[src/rtl/wb_pwm4_pkg.sv]
// rtl/wb_pwm4_pkg.sv - register map, widths and helpers shared by the wb_pwm4 block
package wb_pwm4_pkg;

  localparam int CNT_W = 24;

  localparam logic [2:0] REG_CTRL   = 3'd0;
  localparam logic [2:0] REG_PERIOD = 3'd1;
  localparam logic [2:0] REG_DUTY0  = 3'd2;
  localparam logic [2:0] REG_DUTY1  = 3'd3;
  localparam logic [2:0] REG_DUTY2  = 3'd4;
  localparam logic [2:0] REG_DUTY3  = 3'd5;

  localparam int CTRL_EN  = 0;
  localparam int CTRL_WDT = 1;

  localparam logic [CNT_W-1:0] PERIOD_MIN = 24'd2;

  // A period below 2 would make the wrap compare degenerate, so it is clamped on write.
  function automatic logic [CNT_W-1:0] clamp_period(input logic [CNT_W-1:0] v);
    return (v < PERIOD_MIN) ? PERIOD_MIN : v;
  endfunction

endpackage

[src/rtl/wb_pwm4_chan.sv]
// rtl/wb_pwm4_chan.sv - one PWM channel: duty register, period-boundary shadow, compare, output flop
module wb_pwm4_chan
  import wb_pwm4_pkg::*;
(
  input  logic             clk,
  input  logic             rst_n,
  input  logic             i_wr,
  input  logic [CNT_W-1:0] i_wdata,
  input  logic             i_load,
  input  logic             i_force_zero,
  input  logic             i_en,
  input  logic [CNT_W-1:0] i_cnt,
  output logic [CNT_W-1:0] o_duty,
  output logic             o_pwm
);

  logic [CNT_W-1:0] r_duty;
  logic [CNT_W-1:0] r_duty_sh;
  logic             r_pwm;
  logic [CNT_W-1:0] w_duty_next;

  // A write landing on the load cycle goes straight into the shadow.
  assign w_duty_next = i_wr ? i_wdata : r_duty;

  always_ff @(posedge clk or negedge rst_n) begin
    if (!rst_n) begin
      r_duty    <= '0;
      r_duty_sh <= '0;
      r_pwm     <= 1'b0;
    end else begin
      r_duty <= w_duty_next;
      if (i_load) begin
        r_duty_sh <= i_force_zero ? '0 : w_duty_next;
      end
      r_pwm <= i_en & (i_cnt < r_duty_sh);
    end
  end

  assign o_duty = r_duty;
  assign o_pwm  = r_pwm;

endmodule

[src/rtl/wb_pwm4.sv]
// rtl/wb_pwm4.sv - four-channel Wishbone PWM generator; optional watchdog under WB_PWM4_WATCHDOG_EN
module wb_pwm4
  import wb_pwm4_pkg::*;
#(
  parameter int clk_freq = 100000000,
  parameter int pwm_hz   = 400,
  parameter int wdt_ms   = 100
) (
  input  logic        clk,
  input  logic        rst,
  input  logic [31:0] wb_adr_i,
  input  logic [31:0] wb_dat_i,
  output logic [31:0] wb_dat_o,
  input  logic        wb_stb_i,
  input  logic        wb_cyc_i,
  input  logic        wb_we_i,
  input  logic [3:0]  wb_sel_i,
  output logic        wb_ack_o,
  output logic [3:0]  pwm_o,
  output logic        intr
);

  localparam logic [CNT_W-1:0] PERIOD_RST = CNT_W'(clk_freq / pwm_hz);

  logic             r_ack;
  logic [31:0]      r_dat;
  logic             r_en;
  logic [CNT_W-1:0] r_period;
  logic [CNT_W-1:0] r_period_sh;
  logic [CNT_W-1:0] r_cnt;
  logic             r_intr;

  logic             w_req;
  logic             w_wr;
  logic [2:0]       w_reg;
  logic             w_wrap;
  logic             w_load;
  logic             w_trip;
  logic             w_force_zero;
  logic [CNT_W-1:0] w_period_next;
  logic [3:0]       w_duty_wr;
  logic [CNT_W-1:0] w_duty [4];
  logic [31:0]      w_rdata;
  logic             w_unused;

  assign w_req  = wb_stb_i & wb_cyc_i & ~r_ack;
  assign w_wr   = w_req & wb_we_i;
  assign w_reg  = wb_adr_i[4:2];
  assign w_wrap = r_en & (r_cnt == r_period_sh - CNT_W'(1));
  // While disabled the shadows track the live registers, so enabling starts a full first period.
  assign w_load = ~r_en | w_wrap;
  assign w_period_next = (w_wr && (w_reg == REG_PERIOD)) ?
                         clamp_period(wb_dat_i[CNT_W-1:0]) : r_period;

  assign w_unused = &{1'b0, wb_sel_i, wb_adr_i[31:5], wb_adr_i[1:0],
                      wb_dat_i[31:CNT_W], (wdt_ms != 0)};

  always_comb begin
    w_rdata = '0;
    case (w_reg)
      REG_CTRL: begin
        w_rdata[CTRL_EN]  = r_en;
        w_rdata[CTRL_WDT] = w_trip;
      end
      REG_PERIOD: w_rdata[CNT_W-1:0] = r_period;
      REG_DUTY0:  w_rdata[CNT_W-1:0] = w_duty[0];
      REG_DUTY1:  w_rdata[CNT_W-1:0] = w_duty[1];
      REG_DUTY2:  w_rdata[CNT_W-1:0] = w_duty[2];
      REG_DUTY3:  w_rdata[CNT_W-1:0] = w_duty[3];
      default: ;
    endcase
  end

  always_ff @(posedge clk or negedge rst) begin
    if (!rst) begin
      r_ack       <= 1'b0;
      r_dat       <= '0;
      r_en        <= 1'b0;
      r_period    <= PERIOD_RST;
      r_period_sh <= '0;
      r_cnt       <= '0;
      r_intr      <= 1'b0;
    end else begin
      r_ack    <= w_req;
      r_dat    <= w_req ? w_rdata : '0;
      if (w_wr && (w_reg == REG_CTRL)) begin
        r_en <= wb_dat_i[CTRL_EN];
      end
      r_period <= w_period_next;
      if (w_load) begin
        r_period_sh <= w_period_next;
      end
      r_cnt  <= (!r_en || w_wrap) ? '0 : r_cnt + CNT_W'(1);
      r_intr <= w_wrap;
    end
  end

`ifdef WB_PWM4_WATCHDOG_EN
  localparam logic [31:0] WDT_LIM = 32'(clk_freq / 1000 * wdt_ms);

  logic [31:0] r_wdt;
  logic        r_trip;

  always_ff @(posedge clk or negedge rst) begin
    if (!rst) begin
      r_wdt  <= '0;
      r_trip <= 1'b0;
    end else if (|w_duty_wr) begin
      r_wdt  <= '0;
      r_trip <= 1'b0;
    end else begin
      if (r_wdt != WDT_LIM) begin
        r_wdt <= r_wdt + 32'd1;
      end
      if (r_wdt == WDT_LIM) begin
        r_trip <= 1'b1;
      end
    end
  end

  assign w_trip       = r_trip;
  assign w_force_zero = r_trip & ~(|w_duty_wr);
`else
  assign w_trip       = 1'b0;
  assign w_force_zero = 1'b0;
`endif

  for (genvar n = 0; n < 4; n++) begin : g_chan
    assign w_duty_wr[n] = w_wr & (w_reg == (REG_DUTY0 + 3'(n)));

    wb_pwm4_chan u_chan (
      .clk          (clk),
      .rst_n        (rst),
      .i_wr         (w_duty_wr[n]),
      .i_wdata      (wb_dat_i[CNT_W-1:0]),
      .i_load       (w_load),
      .i_force_zero (w_force_zero),
      .i_en         (r_en),
      .i_cnt        (r_cnt),
      .o_duty       (w_duty[n]),
      .o_pwm        (pwm_o[n])
    );
  end

  assign wb_ack_o = r_ack;
  assign wb_dat_o = r_dat;
  assign intr     = r_intr;

endmodule
[config.mk]
export PLATFORM = sky130hd
export DESIGN_NAME = wb_pwm4
export DESIGN_NICKNAME = d
export VERILOG_FILES = /design/src/rtl/wb_pwm4_pkg.sv /design/src/rtl/wb_pwm4_chan.sv /design/src/rtl/wb_pwm4.sv
export SDC_FILE = /design/constraint.sdc
export NUM_CORES = 1
export LEC_CHECK = 0
export ABC_AREA = 1
export CORE_MARGIN = 2
export CORE_UTILIZATION = 51
export DETAILED_ROUTE_END_ITERATION = 10
export PLACE_DENSITY = 0.8
export SLEW_MARGIN = 10
export SYNTH_ARGS = -nofsm -noshare
export SYNTH_HDL_FRONTEND = slang
export SYNTH_HIERARCHICAL = 1
export SYNTH_SLANG_ARGS = --single-unit
export TNS_END_PERCENT = 30
[constraint.sdc]
create_clock -name clk -period 3.8 [get_ports clk]
set_input_delay 0.38 -clock clk [delete_from_list [all_inputs] [get_ports clk]]
set_output_delay 0.38 -clock clk [all_outputs]
set_load 0.01 [all_outputs]
==> results.py <==
metrics = {
    "worst_setup_path": {
        "cp.depth": 15,
        "required_ns": 4.23,
        "rrSetupSlack_ns": 0.70,
        "r2r-end": "g_chan[1].u_chan/r_duty_sh[21]$_DFFE_PN0P_",
        "path_class": "reg -> reg",
        "path_cells": "inv_1, ha_1, nand2_2, nor2_2, nand2_2, o21ai_1, nand2_1, nor2_1, nand2_1, nor2_1, nand2_2, nand2_8, buf_12, nand3_1, o21ai_1",
        "worst_setup_path_start_kind": "flop",
        "cp-endpoint": "g_chan[1].u_chan/r_duty_sh[21]$_DFFE_PN0P_",
        "cp-end-kind": "flop",
        "cp_top_family": "simple AND/OR/NAND/NOR gates",
        "cp_num_buf_inv": 2,
        "rr_startpoint": "r_period_sh[0]$_DFFE_PN0P_",
        "slowest_stage": "nor2_2",
        "crit_start": "r_period_sh[0]$_DFFE_PN0P_",
        "reg2reg_depth": 15,
        "crit_fanout": 60,
        "crit_top_cell": "nand2_2",
        "cp.arrival_ns": 3.53,
        "critPathMaxStageDelay_ns": 0.40,
    },
    "timing": {
        "final_min_period_over_clock_period_pct": 81.59,
        "fin_crit_ns": 3.101,
        "slew_violations": 0,
        "finalSetupViolCount": 0,
        "setup_tns_ns": 0,
        "whs_ns": 0.4907,
        "slew_headroom_pct": 42.72,
        "rsz0062_at_grt": "false",
        "fin_worst_skew_ns": 0.03306,
        "fmax_ghz": 0.3225,
        "max_slew.worst_pin.slew_ns": 0.8592,
        "hold_viol_final": 0,
    },
    "global_routing": {
        "grt_pass1_vias": 13770,
        "antenna_found_initial": 0,
        "grt_pass1_wl_mm": 74.12,
        "gr-total-overflow": 0,
        "grt_max_degree": 108,
        "grt_usage_pct": 27.97,
    },
    "logic_synthesis": {
        "synth_adder_area_share_pct": 7.127,
        "ys_types": 42,
        "yosys_warnings": 6,
        "synth_seq_cells": 295,
        "synthesis.area_sq_um": 16680,
        "post_synth_mux_area_share_pct": 0,
        "synth-simple-area-share_pct": 28.90,
        "synth_compound_area_share_pct": 7.374,
        "avgSynthCellArea_sq_um": 8.200,
        "seq_area_frac_synth_pct": 44.31,
        "syn_inst": 2034,
        "synth_top_family_by_area": "simple AND/OR/NAND/NOR gates",
        "synth-xor-area-share_pct": 2.206,
    },
    "routing": {
        "final_antenna_net_count": 0,
        "routed-wl-met3_mm": 4.014,
        "viasPerCell": 5.525,
        "wl_met1_mm": 20.01,
        "vias": 14090,
        "wl_per_cell_um": 18.31,
        "drc": 0,
        "drt_first_pass_iters": 5,
        "wl_mm": 46.71,
        "drt_iter0_drc": 1569,
        "wl_met2_mm": 21.24,
        "highest_layer": "met4",
    },
    "power_and_ir_drop": {
        "p_leak_nw": 9.061,
        "ir_drop_v": 0.0002810,
        "power_density_nw_per_um2": 581.3,
    },
    "outcome": {
        "status": "finished clean",
    },
    "final_layout": {
        "layout_commonest_cell": "nand2_1",
        "final_cell_mix": "nand2_1, dfrtp_1, inv_1, nand3_1, nand2_2",
        "drive_gt1_share_pct": 14.75,
        "area_growth_pct": 12.32,
        "num-fill-cells": 2807,
        "utilization_pct": 57.87,
        "num_antenna_cells": 0,
        "layout.nets": 2252,
        "stdcell_count": 2551,
    },
    "clocking": {
        "cts-root-buf": "clkbuf_16",
        "cts.sinks": 295,
        "cts_max_level": 2,
        "numCtsBuffers": 35,
        "clk_latency_ns": 0.52,
        "clkTransAtPathRegs_ns": 0.06,
        "cts_buffer_depth": 3,
        "cts_tree": "yes",
        "cts_setup_buffers": 0,
        "cts_resized": 0,
    },
    "place": {
        "port_buffers": 61,
        "dp_hpwl_mm": 33.53,
        "gp_congestion": 0.9139,
        "dp.cells": 2488,
    },
    "floorplan": {
        "coreArea_sq_um": 32370,
        "die_h_um": 184.8,
        "die_x_um": 184.8,
        "die-area_sq_um": 34170,
        "pin_count": 111,
        "start_util_pct": 51.52,
        "rows": 66,
    },
    "worst_hold_path": {
        "min_path_type": "in -> async",
    },
    "flow_run": {
        "drv_cap": 0,
    },
}
==> synth_stat cells, drive strengths merged <==
| library cell | count | area [sq um] |
|---|---|---|
| a211oi | 2 | 15.01 |
| a21o | 4 | 30.03 |
| a21oi | 30 | 150.1 |
| a311oi | 1 | 8.760 |
| a31oi | 25 | 156.4 |
| and3 | 1 | 6.260 |
| buf | 65 | 578.1 |
| clkbuf | 32 | 120.1 |
| clkinv | 2 | 7.510 |
| conb | 1 | 3.750 |
| dfrtp | 288 | 7207 |
| dfstp | 7 | 183.9 |
| ha | 95 | 1189 |
| inv | 251 | 972.2 |
| nand2 | 597 | 2671 |
| nand2b | 2 | 12.51 |
| nand3 | 197 | 986.0 |
| nand3b | 11 | 82.58 |
| nand4 | 33 | 206.5 |
| nor2 | 147 | 661.9 |
| nor3 | 27 | 135.1 |
| nor3b | 1 | 7.510 |
| nor4 | 6 | 37.54 |
| o21a | 1 | 7.510 |
| o21ai | 148 | 755.7 |
| o21bai | 1 | 11.26 |
| o22ai | 14 | 87.58 |
| o31ai | 1 | 7.510 |
| or2 | 2 | 12.51 |
| xnor2 | 17 | 148.9 |
| xor2 | 25 | 219.0 |
==> power breakdown <==
group	internal, mW	switching (mW)	total (mW)
Clock	2.06	1.28	3.34
Combinational	1.16	2.10	3.25
Sequential	3.79	0.504	4.29
==> state kept, by name, summed over array words and instances, names as in the netlist <==
name and count:
g_chan.u_chan/o_duty 96, g_chan.u_chan/o_pwm 4, g_chan.u_chan/r_duty_sh 96, intr 1, r_cnt 24, r_en 1
r_period 24, r_period_sh 24, wb_ack_o 1, wb_dat_o 24
==> metrics by stage <==
stage / instance area, sq um / power (mW) / setup slack, ns
finish: 18730 / 10.89 / 0.6994
global placement: 17580 / 7.349 / 0.7666
CTS: 18730 / 10.86 / 0.7019
detailed placement: 17580 / 7.498 / 0.7495
global route: 18730 / 11.54 / 0.4292
floorplan: 16720 / 6.505 / 1.274
==> layer usage <==
metal	up-vias	GRT usage (%)
li1	6621	-
met1	6795	39.39
met2	591	43.69
met3	86	5.210
met4	0	9.270
met5	-	0
==> cells by family (layout without fill, tap and decap cells) <==
| logic type | count (synthesis) | count (layout) |
|---|---|---|
| simple gates | 1024 | 1024 |
| buf+inv | 350 | 414 |
| compound gates | 227 | 227 |
| fa+ha+maj | 95 | 95 |
| xor+xnor | 42 | 42 |
| other cells | 1 | 12 |
| flops | 295 | 295 |
==> worst min path at each step <==
stage	end	cells past startpoint	slack (ns)	from
after global placement	g_chan[1].u_chan/o_duty[0]$_DFF_PN0_	2	0.48	g_chan[1].u_chan/o_duty[0]$_DFF_PN0_
after global routing	g_chan[1].u_chan/o_duty[4]$_DFF_PN0_	2	0.52	g_chan[1].u_chan/o_duty[4]$_DFF_PN0_
after CTS	g_chan[3].u_chan/o_duty[20]$_DFF_PN0_	2	0.50	g_chan[3].u_chan/o_duty[20]$_DFF_PN0_
final	g_chan[2].u_chan/r_duty_sh[21]$_DFFE_PN0P_	2	0.49	rst
after detailed placement	g_chan[1].u_chan/o_duty[0]$_DFF_PN0_	2	0.48	g_chan[1].u_chan/o_duty[0]$_DFF_PN0_
after floorplan	g_chan[0].u_chan/o_duty[0]$_DFF_PN0_	0	0.08	rst
==> final cells by class <==
| cell class | instances | area [sq um] | area share [%] |
|---|---|---|---|
| sequential | 295 | 7391 | 39.45 |
| inverter | 253 | 979.7 | 5.230 |
| clock buffer | 59 | 1079 | 5.757 |
| multi-input combinational | 1400 | 7687 | 41.04 |
| clock inverter | 3 | 65.06 | 0.3473 |
| tap | 442 | 553.0 | 2.952 |
| timing repair buffer | 99 | 978.4 | 5.223 |
==> worst register-to-register path, cell delays in order, from the launching register on <==
cell and delay [ns]:
dfrtp_1 0.39, inv_1 0.11, ha_1 0.22, nand2_2 0.10
nor2_2 0.40, nand2_2 0.19, o21ai_1 0.20, nand2_1 0.07
nor2_1 0.10, nand2_1 0.05, nor2_1 0.14, nand2_2 0.12
nand2_8 0.35, buf_12 0.34, nand3_1 0.15, o21ai_1 0.12
==> what timing repair did <==
| item | in CTS | in global routing |
|---|---|---|
| hold endpoints to repair | 47 | 0 |
| endpoints found under the setup margin | 0 | 0 |
| hold buffers | 1 | 0 |
Power figures use the tool's default switching activity.
